**src/rtl/rect_draw_engine_pkg.sv**
```systemverilog
// Shared constants for the rectangle rasteriser: draw modes and default
// colour/screen geometry.
package rect_draw_engine_pkg;

  localparam logic MODE_FILL    = 1'b0;
  localparam logic MODE_OUTLINE = 1'b1;

  localparam int COLOR_W_DEF  = 3;
  localparam int SCREEN_W_DEF = 160;
  localparam int SCREEN_H_DEF = 120;

endpackage

```
**src/rtl/rect_draw_engine_scan.sv**
```systemverilog
// Column-major scan position generator (row inner, column outer); in outline
// mode interior columns jump straight from the top row to the bottom row.
module rect_scan_counter
  import rect_draw_engine_pkg::*;
#(
  parameter int SIZE_W = 6
) (
  input  logic              clk,
  input  logic              reset,
  input  logic              clear,
  input  logic              advance,
  input  logic [SIZE_W-1:0] w,
  input  logic [SIZE_W-1:0] h,
  input  logic              mode,
  output logic [SIZE_W-1:0] col,
  output logic [SIZE_W-1:0] row,
  output logic              last
);

  logic last_row;
  logic last_col;
  logic edge_col;
  logic skip_to_bottom;

  assign last_row       = (row == h - SIZE_W'(1));
  assign last_col       = (col == w - SIZE_W'(1));
  assign edge_col       = (col == '0) || last_col;
  assign last           = last_row && last_col;
  assign skip_to_bottom = (mode == MODE_OUTLINE) && !edge_col;

  // The position holds on the final advance; the next request clears it.
  always_ff @(posedge clk) begin
    if (reset || clear) begin
      col <= '0;
      row <= '0;
    end else if (advance && !last) begin
      if (last_row) begin
        row <= '0;
        col <= col + SIZE_W'(1);
      end else if (skip_to_bottom) begin
        row <= h - SIZE_W'(1);
      end else begin
        row <= row + SIZE_W'(1);
      end
    end
  end

endmodule

```
**src/rtl/rect_draw_engine.sv**
```systemverilog
// Rectangle rasteriser: accepts one request, streams clipped pixels with
// back-pressure, then pulses done.
//
// state | meaning
// IDLE  | waiting for a request, req_ready high
// DRAW  | visiting positions, one per accepted or clipped cycle
// DONE  | one-cycle completion pulse
module rect_draw_engine
  import rect_draw_engine_pkg::*;
#(
  parameter int COORD_W  = 10,
  parameter int SIZE_W   = 6,
  parameter int COLOR_W  = COLOR_W_DEF,
  parameter int SCREEN_W = SCREEN_W_DEF,
  parameter int SCREEN_H = SCREEN_H_DEF
) (
  input  logic               clk,
  input  logic               reset,
  input  logic               req_valid,
  output logic               req_ready,
  input  logic [COORD_W-1:0] req_x,
  input  logic [COORD_W-1:0] req_y,
  input  logic [SIZE_W-1:0]  req_w,
  input  logic [SIZE_W-1:0]  req_h,
  input  logic [COLOR_W-1:0] req_color,
  input  logic               req_mode,
  output logic               pix_valid,
  input  logic               pix_ready,
  output logic [COORD_W-1:0] pix_x,
  output logic [COORD_W-1:0] pix_y,
  output logic [COLOR_W-1:0] pix_color,
  output logic               busy,
  output logic               done
);

  localparam logic [1:0] ST_IDLE = 2'd0;
  localparam logic [1:0] ST_DRAW = 2'd1;
  localparam logic [1:0] ST_DONE = 2'd2;

  logic [1:0]         state;
  logic [COORD_W-1:0] x0;
  logic [COORD_W-1:0] y0;
  logic [SIZE_W-1:0]  w_q;
  logic [SIZE_W-1:0]  h_q;
  logic [COLOR_W-1:0] color_q;
  logic               mode_q;

  logic [SIZE_W-1:0]  col;
  logic [SIZE_W-1:0]  row;
  logic               last;
  logic               accept;
  logic               in_draw;
  logic               clipped;
  logic               advance;
  logic [COORD_W:0]   sum_x;
  logic [COORD_W:0]   sum_y;

  assign accept  = req_valid && (state == ST_IDLE);
  assign in_draw = (state == ST_DRAW);

  // One extra bit so wrap-around past the coordinate range is clipped too.
  assign sum_x   = {1'b0, x0} + {{(COORD_W + 1 - SIZE_W){1'b0}}, col};
  assign sum_y   = {1'b0, y0} + {{(COORD_W + 1 - SIZE_W){1'b0}}, row};
  assign clipped = sum_x[COORD_W] || (sum_x >= (COORD_W + 1)'(SCREEN_W)) ||
                   sum_y[COORD_W] || (sum_y >= (COORD_W + 1)'(SCREEN_H));
  assign advance = in_draw && (clipped || pix_ready);

  assign req_ready = (state == ST_IDLE);
  assign busy      = (state != ST_IDLE);
  assign done      = (state == ST_DONE);
  assign pix_valid = in_draw && !clipped;
  assign pix_x     = sum_x[COORD_W-1:0];
  assign pix_y     = sum_y[COORD_W-1:0];
  assign pix_color = color_q;

  rect_scan_counter #(
    .SIZE_W (SIZE_W)
  ) u_scan (
    .clk     (clk),
    .reset   (reset),
    .clear   (accept),
    .advance (advance),
    .w       (w_q),
    .h       (h_q),
    .mode    (mode_q),
    .col     (col),
    .row     (row),
    .last    (last)
  );

  always_ff @(posedge clk) begin
    if (reset) begin
      state   <= ST_IDLE;
      x0      <= '0;
      y0      <= '0;
      w_q     <= '0;
      h_q     <= '0;
      color_q <= '0;
      mode_q  <= MODE_FILL;
    end else begin
      case (state)
        ST_IDLE: begin
          if (accept) begin
            x0      <= req_x;
            y0      <= req_y;
            w_q     <= req_w;
            h_q     <= req_h;
            color_q <= req_color;
            mode_q  <= req_mode;
            state   <= ((req_w == '0) || (req_h == '0)) ? ST_DONE : ST_DRAW;
          end
        end
        ST_DRAW: begin
          if (advance && last) state <= ST_DONE;
        end
        default: state <= ST_IDLE;
      endcase
    end
  end

endmodule

```
**config.mk**
```make
export PLATFORM = sky130hd
export DESIGN_NAME = rect_draw_engine
export DESIGN_NICKNAME = d
export VERILOG_FILES = /design/src/rtl/rect_draw_engine_pkg.sv /design/src/rtl/rect_draw_engine_scan.sv /design/src/rtl/rect_draw_engine.sv
export SDC_FILE = /design/constraint.sdc
export NUM_CORES = 1
export LEC_CHECK = 0
export ABC_CLOCK_PERIOD_IN_PS = 4100
export CORE_MARGIN = 2
export CORE_UTILIZATION = 43
export CTS_CLUSTER_DIAMETER = 50
export DETAILED_ROUTE_END_ITERATION = 7
export DONT_BUFFER_PORTS = 1
export PLACE_DENSITY_LB_ADDON = 0.12
export RECOVER_POWER = 100
export SLEW_MARGIN = 20
export SYNTH_ARGS = -nofsm -noshare
export SYNTH_HDL_FRONTEND = slang
export SYNTH_SLANG_ARGS = --single-unit
```
**constraint.sdc**
```tcl
create_clock -name clk -period 4.1 [get_ports clk]
set_input_delay 0.82 -clock clk [delete_from_list [all_inputs] [get_ports clk]]
set_output_delay 0.82 -clock clk [all_outputs]
set_load 0.05 [all_outputs]
```
# After elaboration in Yosys (flattened, before gate mapping)
# Index checks and enable logic that the tools add are counted.
classes:
  addsub: 6
  mul: 0
  div_mod_pow: 0
  order_cmp: 2
  eq_ne: 6
  shift: 0
  muxes: 6
  n_bitwise: 0
  n_reduce_logical: 25
ops:
  columns: ["op", "n"]
  rows:
  - ["10-bit by 6-bit adder with 11-bit output", 2]
  - ["6-bit logical NOT", 3]
  - ["6-bit by 1-bit adder with 6-bit output, second input constant", 2]
  - ["6-bit equality test", 2]
  - ["6-bit two-way mux", 2]
  - ["6-bit by 1-bit subtractor with 6-bit output, second input constant", 2]
  - ["11-bit by 7-bit >= comparator with 1-bit output, second input constant", 1]
  - ["11-bit by 8-bit >= comparator with 1-bit output, second input constant", 1]
  - ["1-bit logical AND", 7]
  - ["1-bit logical OR", 7]
  - ["2-bit two-way mux", 3]
  - ["2-bit AND reduction", 3]
  - ["2-bit by 1-bit inequality test with 1-bit output, second input constant", 2]
  - ["2-bit case mux with 2 select lines", 1]
  - ["1-bit logical NOT", 3]
  - ["2-bit by 1-bit equality test with 1-bit output, second input constant", 1]
  - ["2-bit equality test, second input constant", 1]
  - ["2-bit logical NOT", 1]
  - ["2-bit nonzero test", 1]
word_totals:
  ff_bits: 50
  latch_bits: 0
  mem_bits_rw: 0
  romBits: 0
  inputBits: 40
  out_inout_bits: 27
  wordCells: 54
  memories: 0

# Depth between registers and ports, before layout
logic_depth:
  word_depth: 10
  depth_mapped: 13
  ltp_nobuf: 11

# Modules after synthesis
# A second synthesis with hierarchy kept.
unflattened:
  hier_cells: 398
  area_unflattened_um2: 3145.5
modules_own_cells:
  columns: ["mod", "n_inst", "cells_each", "area_per_inst_um2", "seq_area_each_um2"]
  rows:
  - ["rect_draw_engine", 1, 267, 2085.8, 760.7]
  - ["rect_scan_counter", 1, 131, 1059.8, 240.2]

# Worst setup path before layout
# OpenSTA, ideal clock, no wires.
synth_path:
  path_kind: "register to output"
  start: "register u_scan.col[1]"
  end: "output pix_valid"
  t_arrival_ps: 3186
  required_ps: 3280
  slack_ps: 94
  path_stages_with_launch: 9
  n_path_buf: 0
  cell_sequence: "dfxtp_1 ha_1 a21oi_1 nand4b_1 and2_1 o311ai_1 and4b_4 and3b_1 nor2b_1"
synth_via:
  elab_chain_cells: 7
synth_lines:
  columns: ["item", "line_no", "source"]
  rows:
  - ["from (decl)", "rect_draw_engine_scan.sv:15", "output logic [SIZE_W-1:0] col,"]
  - ["from (signal assigned)", "rect_draw_engine_scan.sv:39", "col <= col + SIZE_W'(1);"]
  - ["10-bit by 6-bit adder with 11-bit output", "rect_draw_engine.sv:62", "assign sum_x = {1'b0, x0} + {{(COORD_W + 1 - SIZE_W){1'b0}}, col};"]
  - ["via pix_x[9]", "rect_draw_engine.sv:29", "output logic [COORD_W-1:0] pix_x,"]
  - ["11-bit by 8-bit >= comparator with 1-bit output", "rect_draw_engine.sv:64", "assign clipped = sum_x[COORD_W] || (sum_x >= (COORD_W + 1)'(SCREEN_W)) ||"]
  - ["1-bit logical OR (2 in a row)", "rect_draw_engine.sv:64", null]
  - ["1-bit logical OR", "rect_draw_engine.sv:65", "sum_y[COORD_W] || (sum_y >= (COORD_W + 1)'(SCREEN_H));"]
  - ["1-bit logical NOT", "rect_draw_engine.sv:71", "assign pix_valid = in_draw && !clipped;"]
  - ["1-bit logical AND", "rect_draw_engine.sv:71", null]
  - ["to (decl)", "rect_draw_engine.sv:27", "output logic pix_valid,"]
# The timed path passes the listed nets, and every way through them passes these cells.

# Final worst setup path
layout_path:
  start: "register u_scan.col[3]"
  end: "output pix_valid"
# Same word-level chain as after synthesis.

==> metrics.md <==
| Metric | Value |
|---|---|
| Post-Synth XOR/XNOR Area | 0.0795 |
| Clock buffer depth | 2 |
| Post-synth EDFFs | 0 |
| R2R setup slack | 0.68 ns |
| Clock-pin slew on the worst setup and hold paths | approximately 0.10 ns |
| Top cells by area, synth | dfxtp_1 30%, nand2_1 10%, a21oi_1 7.1% |
| Drt total wl | 8.37 mm |
| Status | finished with violations |
| Final hold violation count | 0 |
| # port buffers | 0 |
| HPWL Detailed | about 6 mm |
| Final Wtd Congestion | between 0.8 and 0.9 |
| Mean Syn Cell Area | 7.79 sq um |
| Final setup violation count | 0 |
| PostCTS Resize Cnt | 0 |
| Vias | 2899 |
| Worst-path cell chain | ha_1, a21o_1, a21oi_1, and2_0, o311ai_2, buf_4, and4b_4, and3b_1, nor2b_1, buf_4 |
| Async set-reset flop share out of synthesis | 0 |
| Final min period | just under 4 ns |
| Netlist cell types | 67 |
| # diodes | 0 |
| TritonCTS buffer count | 5 |
| Setup Buffers After CTS | 0 |
| Antenna Violating Nets Remaining | 0 |
| Syn Nets | about 480 |
| Crit start category | flip-flop |
| P per Cell Area | around 370 nW/um^2 |
| Hold path cells | 2 |
| Simple-gate share of the synthesized area | 0.280 |
| Worst r2r path cells | 10 |
| Clock Skew | ~0.011 ns |
| Main synth FF type | dfxtp_1 |
| Critical R2R Launch | u_scan.row[0]$_SDFFE_PP0P_ |
| CP startpoint | u_scan.col[3]$_SDFFE_PP0P_ |
| Worst Hold Path EP | x0[5]$_SDFFE_PP0P_ |
| Drt initial violations | between 90 and 100 |
| Synthesis Warnings | 0 |
| Worst R2R End | u_scan.col[4]$_SDFFE_PP0P_ |
| Hold_sp | x0[5]$_SDFFE_PP0P_ |
| Vias per std cell | 5.49 |
| Top cell type's share of synthesized area | 0.303 |
| DR DRC count | 0 |
| Count leader, synth | nand2_1 |
| Final cycle utilization of the critical path | 0.949 |
| Total grt overflow | 0 |
| Cell mode on critical path | buf_4 |
| Die W | just over 90 microns |
| Die Y | a little over 90 microns |
| Clock Latency Late Sink | 0.31 ns |
| Failing checks | max-capacitance violations, max-slew violations |
| Layout cells sized above 1 | 0.0793 |
| Yosys reg bits | 50 |
| Top-level port count | 67 |
| Hold buffer count at CTS | 0 |
| Compound-gate portion of the synthesized area | 0.182 |
| Clock sink count | 50 |
| Initial antenna violation count | 0 |
| Min-Delay Path Class | flip-flop to flip-flop |
| Peak VDD IR | about 0.00016 V |
| Critical Path RT | between 3 and 4 ns |
| Post-Synth Adder-Cell Area | 0.0765 |
| Footprint of the multi-input gates | ~2100 sq um |
| Row count | 31 |
| Tot Pwr | 1.33 mW |
| Filler instances | about 750 |
| Maxcap violations | 1 |
| Drt pass-1 iters | 4 |
| Mapped Area | around 3300 sq um |
| Slew headroom | -0.164 |
| Area leader, netlist | dfxtp_1 |
| Largest family of logic cells by synthesized area | simple AND/OR/NAND/NOR gates |
| Die ar. | between 8000 and 9000 sq um |
| P&R area growth vs syn | 7.27% |
| CORE AREA | 7330 sq um |
| Mux share of post-synthesis cell area | 0.0292 |
| Most instantiated cells after synthesis | 90 x nand2_1, 50 x dfxtp_1, 47 x a21oi_1 |
| RSZ-0062 raised after global routing | no |
| Fin Setup TNS | 0 ns |
| First-pass GRT wire length | between 10 and 15 mm |
| Avg WL per Cell | 15.8 microns |
| Effective utilization at floorplan | 0.451 |
| Worst Max-Slew Pin Slew | 1.75 ns |
| WS Path Type | flip-flop to output port |
| Total global-route track usage | 0.204 |
| CTS tree | built |
| Crit path largest cell delay | 0.48 ns |
| Buf/Inv on CP | 2 |
| H-tree depth | 2 |
| Seq/Total Area, Yosys | 0.303 |
| Final #Nets | roughly 500 |
| CP Max Fanout | 7 |
| Reg area | 1000 sq um |
| Largest net degree at the start of global routing | 42 |
| Leakage power | 1.41 nW |
| Crit path max-delay cell type | dfxtp_1 |
| Root Driver | clkbuf_8 |
| Mapped Cells | ~420 |
| Top Family by Delay on Critical Path | simple AND/OR/NAND/NOR gates |
| F_max | ~260 MHz |
| Crit path arrival time | slightly above 3 ns |
| Fin. max-slew vios | 39 |
| Vias in the first global route | 2791 |
| Crit end category | output port |
cell type report:
class                   instances  area share
inverters                      13      0.0138
repair buffers                 20      0.0265
flip-flops and latches         50       0.282
clock inverters                 3      0.0194
well taps                      99      0.0349
clock buffers                   5      0.0194
multi-input cells             338       0.604
cells in the final DEF (no fill, tap or decap), drive strengths merged, types with 4 or more instances in the layout:
cell type and instances:
a211oi 5, a21boi 5, a21o 7, a21oi 47, buf 5, clkbuf 20
dfxtp 50, ha 17, inv 13, mux2i 4, nand2 90, nand2b 9
nand3 12, nand4 8, nor2 21, nor2b 4, nor3 8, nor4 6
o211ai 4, o31ai 5, or2 4, or3 4, xnor2 20, xor2 10
where the power goes:
group,switching [mW],internal [mW]
combinational,0.229,0.107
clock,0.184,0.245
sequential,0.0445,0.518
total,0.457,0.870
worst max-delay path by stage:
stage                     end  slack, ns  depth (start not counted)
floorplan           pix_valid       0.09                          8
global placement    pix_valid       0.68                         10
detailed placement  pix_valid       0.60                         10
CTS                 pix_valid       0.21                         10
global route        pix_valid       0.04                         10
finish              pix_valid       0.21                         10
registers in the layout, summed over array words and instances (netlist names):
signal and count:
u_scan.row 6, u_scan.col 6, x0 10, y0 10, h_q 6, mode_q 1
pix_color 3, w_q 6, state 2
stage by stage:
stage / setup WS, ns / hold WS [ns] / cell area, sq um / cells / util
2_1_floorplan: 0.0944 / 0.441 / 3300 / 424 / -
3_3_place_gp: 0.675 / 0.448 / 3470 / 520 / 0.473
3_5_place_dp: 0.604 / 0.453 / 3470 / 520 / 0.473
4_1_cts: 0.212 / 0.467 / 3610 / 528 / 0.492
5_1_grt: 0.0401 / 0.480 / 3540 / 528 / 0.484
6_report: 0.207 / 0.461 / 3540 / 528 / 0.484
cell families after synthesis:
group / count (synthesis)
fa+ha+maj: 19
mux: 8
flops: 50
buf+inv: 36
compound gates: 94
simple gates: 187
xor+xnor: 30
worst reg2reg max path, stage by stage (launching register included):
cell and delay [ns]:
dfxtp_1 0.40, ha_1 0.24, fa_1 0.45, a211oi_1 0.31, nor3b_1 0.13, nor4_1 0.31, nand4_1 0.16, and4b_4 0.25
and3_1 0.36, or4_1 0.55, a21boi_0 0.17
routing by layer:
| metal | vias to the layer above | part of all wire | global-route usage |
|---|---|---|---|
| met5 | - | 0 | 0 |
| met4 | 0 | 0.0085 | 0.0505 |
| met3 | 6 | 0.051 | 0.0427 |
| met2 | 69 | 0.46 | 0.337 |
| met1 | 1340 | 0.48 | 0.273 |
| li1 | 1484 | - | - |
Power figures use the tool's default switching activity.
